$ cat src/rtl/udp_pp_pkg.sv
// Shared types and constants for the ingress packet arbiter slice.
package udp_pp_pkg;
    localparam int DATA_W = 256;
    localparam int KEEP_W = DATA_W / 8;

    typedef enum logic [1:0] {
        IDLE    = 2'd0,
        GRANTED = 2'd1,
        ABORT   = 2'd2
    } arb_state_t;
endpackage

$ cat src/rtl/rr_arb_pick.sv
// Combinational round-robin picker: first requester strictly after i_ptr, wrapping.
module rr_arb_pick #(
    parameter int N     = 4,
    parameter int IDX_W = $clog2(N)
) (
    input  logic [N-1:0]     i_req,
    input  logic [IDX_W-1:0] i_ptr,
    output logic [N-1:0]     o_grant_oh,
    output logic [IDX_W-1:0] o_grant_idx,
    output logic             o_any
);
    import udp_pp_pkg::*;

    always_comb begin
        int               sum;
        logic [IDX_W-1:0] w_idx;
        logic             w_found;
        o_grant_oh  = '0;
        o_grant_idx = '0;
        w_found     = 1'b0;
        sum         = 0;
        w_idx       = '0;
        for (int i = 1; i <= N; i++) begin
            sum = int'(i_ptr) + i;
            if (sum >= N) begin
                sum = sum - N;
            end
            w_idx = IDX_W'(sum);
            if (!w_found && i_req[w_idx]) begin
                w_found            = 1'b1;
                o_grant_oh[w_idx]  = 1'b1;
                o_grant_idx        = w_idx;
            end
        end
        o_any = w_found;
    end
endmodule

$ cat src/rtl/ingress_pkt_arbiter.sv
// Packet-granular round-robin arbiter with stall watchdog in front of the header parser.
// Define ARB_STATS_EN to add per-port packet/abort counters with a registered read port.
module ingress_pkt_arbiter #(
    parameter int  NUM_PORTS     = 4,
    parameter int  DATA_W        = udp_pp_pkg::DATA_W,
    parameter int  KEEP_W        = udp_pp_pkg::KEEP_W,
    parameter int  STALL_TIMEOUT = 64,
    localparam int IDX_W         = $clog2(NUM_PORTS)
) (
    input  logic                          clk,
    input  logic                          rst_n,
    input  logic [NUM_PORTS*DATA_W-1:0]   s_data,
    input  logic [NUM_PORTS*KEEP_W-1:0]   s_keep,
    input  logic [NUM_PORTS-1:0]          s_valid,
    input  logic [NUM_PORTS-1:0]          s_last,
    output logic [NUM_PORTS-1:0]          s_ready,
    output logic [DATA_W-1:0]             m_data,
    output logic [KEEP_W-1:0]             m_keep,
    output logic                          m_valid,
    output logic                          m_last,
    input  logic                          m_ready,
    output logic [IDX_W-1:0]              grant_id,
    output logic                          grant_active,
    output logic                          abort_pulse
`ifdef ARB_STATS_EN
    ,
    input  logic [IDX_W-1:0]              stat_sel,
    output logic [31:0]                   stat_pkts,
    output logic [31:0]                   stat_aborts
`endif
);
    import udp_pp_pkg::*;

    localparam int CNT_W = $clog2(STALL_TIMEOUT);

    arb_state_t           r_state;
    logic [IDX_W-1:0]     r_grant_id;
    logic [NUM_PORTS-1:0] r_grant_oh;
    logic                 r_grant_active;
    logic [IDX_W-1:0]     r_rr_ptr;
    logic [NUM_PORTS-1:0] r_drop;
    logic [CNT_W-1:0]     r_stall_cnt;

    logic [NUM_PORTS-1:0] w_eligible;
    logic [NUM_PORTS-1:0] w_pick_oh;
    logic [IDX_W-1:0]     w_pick_idx;
    logic                 w_pick_any;
    logic                 w_g_valid;
    logic                 w_g_last;
    logic                 w_beat_acc;
    logic                 w_abort;

    assign w_eligible = s_valid & ~r_drop;

    rr_arb_pick #(
        .N     (NUM_PORTS),
        .IDX_W (IDX_W)
    ) u_pick (
        .i_req       (w_eligible),
        .i_ptr       (r_rr_ptr),
        .o_grant_oh  (w_pick_oh),
        .o_grant_idx (w_pick_idx),
        .o_any       (w_pick_any)
    );

    assign w_g_valid  = s_valid[r_grant_id];
    assign w_g_last   = s_last[r_grant_id];
    assign w_beat_acc = (r_state == GRANTED) && w_g_valid && m_ready;
    // A beat arriving on the timeout cycle wins, so the abort needs the source idle.
    assign w_abort    = (r_state == GRANTED) && !w_g_valid &&
                        (r_stall_cnt == CNT_W'(STALL_TIMEOUT - 1));

    assign grant_id     = r_grant_id;
    assign grant_active = r_grant_active;
    assign abort_pulse  = w_abort;

    always_comb begin
        m_valid = 1'b0;
        m_last  = 1'b0;
        m_data  = '0;
        m_keep  = '0;
        s_ready = r_drop;
        case (r_state)
            GRANTED: begin
                m_valid = w_g_valid;
                m_last  = w_g_last;
                m_data  = s_data[r_grant_id*DATA_W +: DATA_W];
                m_keep  = s_keep[r_grant_id*KEEP_W +: KEEP_W];
                s_ready = r_drop | (r_grant_oh & {NUM_PORTS{m_ready}});
            end
            ABORT: begin
                m_valid = 1'b1;
                m_last  = 1'b1;
            end
            default: ;
        endcase
    end

    always_ff @(posedge clk or negedge rst_n) begin
        if (!rst_n) begin
            r_state        <= IDLE;
            r_grant_id     <= '0;
            r_grant_oh     <= '0;
            r_grant_active <= 1'b0;
            r_rr_ptr       <= IDX_W'(NUM_PORTS - 1);
            r_drop         <= '0;
            r_stall_cnt    <= '0;
        end else begin
            r_drop <= r_drop & ~(s_valid & s_last);
            case (r_state)
                IDLE: begin
                    r_stall_cnt <= '0;
                    if (w_pick_any) begin
                        r_grant_id     <= w_pick_idx;
                        r_grant_oh     <= w_pick_oh;
                        r_grant_active <= 1'b1;
                        r_state        <= GRANTED;
                    end
                end
                GRANTED: begin
                    if (w_beat_acc) begin
                        r_stall_cnt <= '0;
                        if (w_g_last) begin
                            r_rr_ptr       <= r_grant_id;
                            r_grant_active <= 1'b0;
                            r_grant_oh     <= '0;
                            r_state        <= IDLE;
                        end
                    end else if (!w_g_valid) begin
                        if (w_abort) begin
                            r_stall_cnt        <= '0;
                            r_drop[r_grant_id] <= 1'b1;
                            r_state            <= ABORT;
                        end else begin
                            r_stall_cnt <= r_stall_cnt + 1'b1;
                        end
                    end
                end
                ABORT: begin
                    if (m_ready) begin
                        r_rr_ptr       <= r_grant_id;
                        r_grant_active <= 1'b0;
                        r_grant_oh     <= '0;
                        r_state        <= IDLE;
                    end
                end
                default: r_state <= IDLE;
            endcase
        end
    end

`ifdef ARB_STATS_EN
    logic [31:0] r_pkt_cnt   [NUM_PORTS];
    logic [31:0] r_abort_cnt [NUM_PORTS];

    // Abort beats are never counted as packets; they only go through the ABORT state.
    always_ff @(posedge clk or negedge rst_n) begin
        if (!rst_n) begin
            for (int p = 0; p < NUM_PORTS; p++) begin
                r_pkt_cnt[p]   <= '0;
                r_abort_cnt[p] <= '0;
            end
            stat_pkts   <= '0;
            stat_aborts <= '0;
        end else begin
            if (w_beat_acc && w_g_last) begin
                r_pkt_cnt[r_grant_id] <= r_pkt_cnt[r_grant_id] + 32'd1;
            end
            if (w_abort) begin
                r_abort_cnt[r_grant_id] <= r_abort_cnt[r_grant_id] + 32'd1;
            end
            stat_pkts   <= r_pkt_cnt[stat_sel];
            stat_aborts <= r_abort_cnt[stat_sel];
        end
    end
`endif
endmodule

$ cat config.mk
export PLATFORM = sky130hd
export DESIGN_NAME = ingress_pkt_arbiter
export DESIGN_NICKNAME = d
export VERILOG_FILES = /design/src/rtl/udp_pp_pkg.sv /design/src/rtl/rr_arb_pick.sv /design/src/rtl/ingress_pkt_arbiter.sv
export SDC_FILE = /design/constraint.sdc
export NUM_CORES = 1
export LEC_CHECK = 0
export ABC_AREA = 1
export CAP_MARGIN = 25
export CORE_AREA = 2 2 570 572
export DETAILED_ROUTE_END_ITERATION = 16
export DIE_AREA = 0 0 572 574
export SLEW_MARGIN = 20
export SYNTH_ARGS = -nofsm -noshare
export SYNTH_HDL_FRONTEND = slang
export SYNTH_SLANG_ARGS = --single-unit
$ cat constraint.sdc
create_clock -name clk -period 3.4 [get_ports clk]
set_input_delay 0.68 -clock clk [delete_from_list [all_inputs] [get_ports clk]]
set_output_delay 0.68 -clock clk [all_outputs]
set_load 0.03 [all_outputs]
# Word-level counts from Yosys, hierarchy flattened
# Index checks and enable logic that the tools add are counted.
[op_classes] add_sub_neg=9 order_cmp=14 n_eq_ne=10 n_shift=2 mux=72 bitwise_logic=11 reduce_logical=25
[ops] cell="$shiftx 1024x11->256" count=1
[ops] cell="$mux 256" count=1
[ops] cell="$shiftx 128x8->32" count=1
[ops] cell="$mux 4" count=13
[ops] cell="$mux 2" count=17
[ops] cell="$mux 32" count=1
[ops] cell="$or 4x4->4" count=5
[ops] cell="$mux 1" count=19
[ops] cell="$mux 6" count=3
[ops] cell="$and 4x4->4" count=4
[ops] cell="$lt 2x3->1 const B" count=5
[ops] cell="$bmux 1 s2" count=6
[ops] cell="$logic_and 1x1->1" count=12
[ops] cell="$pmux 4 s3" count=1
[ops] cell="$pmux 6 s2" count=1
[ops] cell="$demux 1 s2" count=5
[ops] cell="$ge 2x1->1 const B" count=5
[ops] cell="$reduce_and 5->1" count=2
[ops] cell="$ge 3x3->1 const B" count=3
[ops] cell="$ne 3x3->1 const B" count=3
[ops] cell="$not 4->4" count=2
[ops] cell="$sub 2x1->2 const B" count=4
[ops] cell="$add 2x2->3 const B" count=2
[ops] cell="$add 6x1->6 const B" count=1
[ops] cell="18 further kinds" count=26
[totals] regBits=21 input_bits=1163 out_inout_bits=298 elab_cells=150

# Longest topological paths before layout
[logic_depth] word_depth=17 ltp_mapped=13 ltp_nobuf=13

# By module
# Synthesis repeated with hierarchy kept, for this count alone.
[unflattened] cells_unflattened=1611 area_unflattened_um2=9268.9
[modules_own_cells] module="ingress_pkt_arbiter" instances=1 cells_per_inst=1537 area_each_um2=8811.0 seq_area_each_um2=528.0
[modules_own_cells] module="rr_arb_pick" instances=1 cells_per_inst=74 area_each_um2=457.9 seq_area_each_um2=0.0

# Worst setup path before layout
# No wires, ideal clock.
[synth_timing] path_type="flip-flop to output port" start="register r_grant_id[0], in the netlist grant_id[0]" end="output port m_data[100]" arrival_ns=1.929 t_required_ns=2.720 setup_slack_ns=0.791 stages_incl_launch_ff=8 n_path_buf=4 cell_sequence="dfrtp_1 -> buf_6 -> nor2_1 -> buf_4 -> buf_2 -> buf_2 -> a22oi_1 -> a21oi_1"
[synth_via] elab_chain_cells=2
[synth_rtl] item="start, declared" line="ingress_pkt_arbiter.sv:37" rtl="logic [IDX_W-1:0] r_grant_id;"
[synth_rtl] item="start signal, assigned" line="ingress_pkt_arbiter.sv:114" rtl="r_grant_id <= w_pick_idx;"
[synth_rtl] item="$shiftx 1024x11->256" line="ingress_pkt_arbiter.sv:87" rtl="m_data = s_data[r_grant_id*DATA_W +: DATA_W];"
[synth_rtl] item="$mux 256" line="ingress_pkt_arbiter.sv:83" rtl="case (r_state)"
[synth_rtl] item="end, declared" line="ingress_pkt_arbiter.sv:17" rtl="output logic [DATA_W-1:0] m_data,"
# No other way between the ends.

# Final worst setup path
[layout_timing] start="register r_grant_id[0], in the netlist grant_id[0]" end="output port m_data[178]"
# The elaborated chain is that of the path after synthesis.

==> results.cfg <==
[run_status]
status = complete, no violations

[critical_path]
path_buf_inv = 4
end_kind = primary output
slowest_stage = a22oi_1
crit_cells = 7
r2r_end = grant_id[1]$_DFFE_PN0P_
r2r_cells = 12
critPathMaxFanout = 22
cp.arrival_ns = 2.70
crit_chain = nand2_1, inv_8, buf_12, buf_12, a22oi_1, a21oi_1, buf_12
slowest_delay_ns = 0.60
rrSetupSlack_ns = 0.87
crit_type = register to primary output
crit_path_start_kind = register
cp_common_cell = buf_12
cp_data_required_time_ns = 2.72
crit_family = compound AO/OA/AOI/OAI gates
reg2reg_from = r_rr_ptr[0]$_DFFE_PN1P_
startpoint = grant_id[0]$_DFFE_PN0P_

[layout]
fillers = 37610
nNetsFinal = 3999
design_area_mm2 = 0.03288
register_area_um2 = 529.3
fin_cells = 7241
area_growth_pct = 297.6
multi_input_area_mm2 = 0.006940
drive_gt1_share_pct = 20.66

[logic_synthesis]
yosysMostFrequentCell = a22oi_1
netlist.area_leader.share_pct = 52.29
synthFlopType = dfrtp_1
synth_fp_nets = 2448
ys_types = 34
synth-seq-cells = 21
synth_top_area_cell = a22oi_1
syn_area_mm2 = 0.008269
ys_seq_area_share_pct = 6.385
postSynthCellCount = 1272
synthTopCellsByArea = a22oi_1 52%, a21oi_1 18%, buf_2 6.1%
synth_commonest_cells = 576 x a22oi_1, 299 x a21oi_1, 100 x buf_2, 88 x nand2_1, 51 x clkbuf_1
synthArstFlopShare_pct = 100.0
yosysWarnings = 0
avgSynthCellArea_um2 = 6.501
synth-edff-count = 0

[timing]
setup_tns_ns = 0
setup_viol = 0
fin_crit_sh_pct = 99.38
slew_viol_final = 0
fin_crit_ns = 3.379
hold_viol = 0
max-slew-margin-rel_pct = 40.18
finClkSkew_ns = 0.004787
holdWs_ns = 0.5040
rsz0062_at_grt = no
fmax_mhz = 296.0
worstMarginPinSlew_ns = 0.8973

[route]
vias = 20550
drtIter0Drc = 1789
wire_per_inst_um = 38.55
wl_mm = 279.1
first_pass_iters = 5
drc = 0
ant_nets = 0
vias_per_cell = 2.838

[clocking]
postCtsHoldBufs = 0
numCtsBuffers = 3
cts.clk_slew.worst_paths_ns = 0.07
cts_tree = done
root_buffer = clkbuf_16
postCtsSetupBuffers = 0
h-tree-depth = 1
clock-sinks = 21
ctsLongestPathBuffers = 2
clk_latency_ns = 0.26

[flow_run]
cap_viol_max_count = 0

[min_path]
min_from = grant_active$_DFFE_PN0P_
min_to = grant_active$_DFFE_PN0P_
hp-class = register to register
holdPathStages = 2

[power]
cellPowerDensity_mw_per_mm2 = 832.7
cellLeakagePower_nw = 10.62
peakVddDrop_mv = 0.4533

[place]
gp_congestion = 1.037
dpl.hpwl_mm = 262.6
io_buffers = 1460
dp_cells = 7143
place_area_mm2 = 0.03250

[floorplan]
start_util_pct = 2.563
rows = 209
die_h_um = 574
core_mm2 = 0.3227
die-width_um = 572
io_pins = 1461
die_area_mm2 = 0.3283

[grt]
grt_pass1_vias = 19310
grt_pass1_wl_mm = 317.6
gr-total-overflow = 0
grt_antenna_before_repair = 331
grt_max_degree = 77
track_usage_pct = 16.17
==> timing repair <==
action | in CTS | in global routing
gates cloned | 0 | 0
resized for setup | 10 | 3
endpoints found under the setup margin | 10 | 21
==> routing by layer <==
metal	GRT usage, %	share of wire (%)	vias up
met5	0	0.50	-
met4	2.979	2.9	204
met3	8.755	14	602
met2	25.74	43	1762
met1	19.11	40	9602
li1	-	-	8382
==> sequential cells by signal (all words and copies together) (netlist names) <==
register and count:
r_state 2, r_grant_oh 4, r_stall_cnt 6, r_rr_ptr 2, grant_id 2, r_drop 4
grant_active 1
==> power by group <==
| group | switching [W] | internal [W] | total (W) | leakage (nW) |
|---|---|---|---|---|
| Sequential | 0.0000986 | 0.000327 | 0.000425 | 0.274 |
| Clock | 0.000112 | 0.000160 | 0.000271 | 0.0377 |
| Combinational | 0.0163 | 0.0103 | 0.0267 | 10.3 |
| Total | 0.0165 | 0.0108 | 0.0274 | 10.6 |
==> tightest hold or removal path, stage by stage (launching register included) <==
cell     delay [ns]
dfrtp_1        0.35
nand2_1        0.05
o21ai_0        0.06
==> area by class of cell <==
class | instances | share of cell area [%]
multi-input combinational | 1059 | 21.11
timing repair buffer | 1705 | 59.40
antenna | 94 | 0.7155
sequential | 21 | 1.610
inverter | 33 | 0.4529
clock buffer | 3 | 0.2284
tap | 4325 | 16.46
clock inverter | 1 | 0.02284
==> layout by cell type, fill, tap and decap left out, types with 2 or more instances in the layout <==
cell,synthesis,routed
clkdlybuf4s50_1,0,1177
a22oi_1,576,565
buf_12,0,302
a21oi_1,299,299
buf_4,2,225
diode_2,0,94
nand2_1,88,88
inv_1,27,26
dfrtp_1,19,18
nand3_1,17,17
ha_1,13,13
a22oi_2,0,11
nand2_2,10,10
o21ai_0,9,9
nor2_1,8,7
nand4_1,7,7
nor2_4,4,5
nand2_4,5,5
nand3_2,4,4
nand3b_1,4,4
inv_2,5,3
inv_8,0,3
o21ai_1,3,3
clkbuf_16,0,3
a21o_1,2,2
or2_2,2,2
dfstp_2,2,2
==> cells by family after synthesis <==
family,after synthesis,synth area share (%)
AO/OA/AOI/OAI,892,71.66
buffers and inverters,192,10.44
AND/OR/NAND/NOR,153,9.442
flip-flops,21,6.385
adder cells (fa/ha/maj),13,1.967
XOR/XNOR,1,0.1059
==> worst max-delay path by stage <==
stage                  endpoint  slack, ns
finish              m_data[178]       0.02
global route          m_keep[6]      0.007
CTS                  m_data[49]      0.004
detailed placement  m_data[170]       0.11
global placement    m_data[170]       0.12
floorplan           m_data[100]       0.79
==> metrics by stage <==
step | worst slack [ns] | utilization (%) | total power, W
after CTS | 0.004081 | 10.11 | 0.02822
after global placement | 0.1192 | 10.07 | 0.02794
after floorplan | 0.7907 | - | 0.009289
final | 0.02122 | 10.19 | 0.02737
after detailed placement | 0.1138 | 10.07 | 0.02782
after global routing | 0.007287 | 10.14 | 0.02874
No activity file was read; power rests on OpenSTA's default activity.
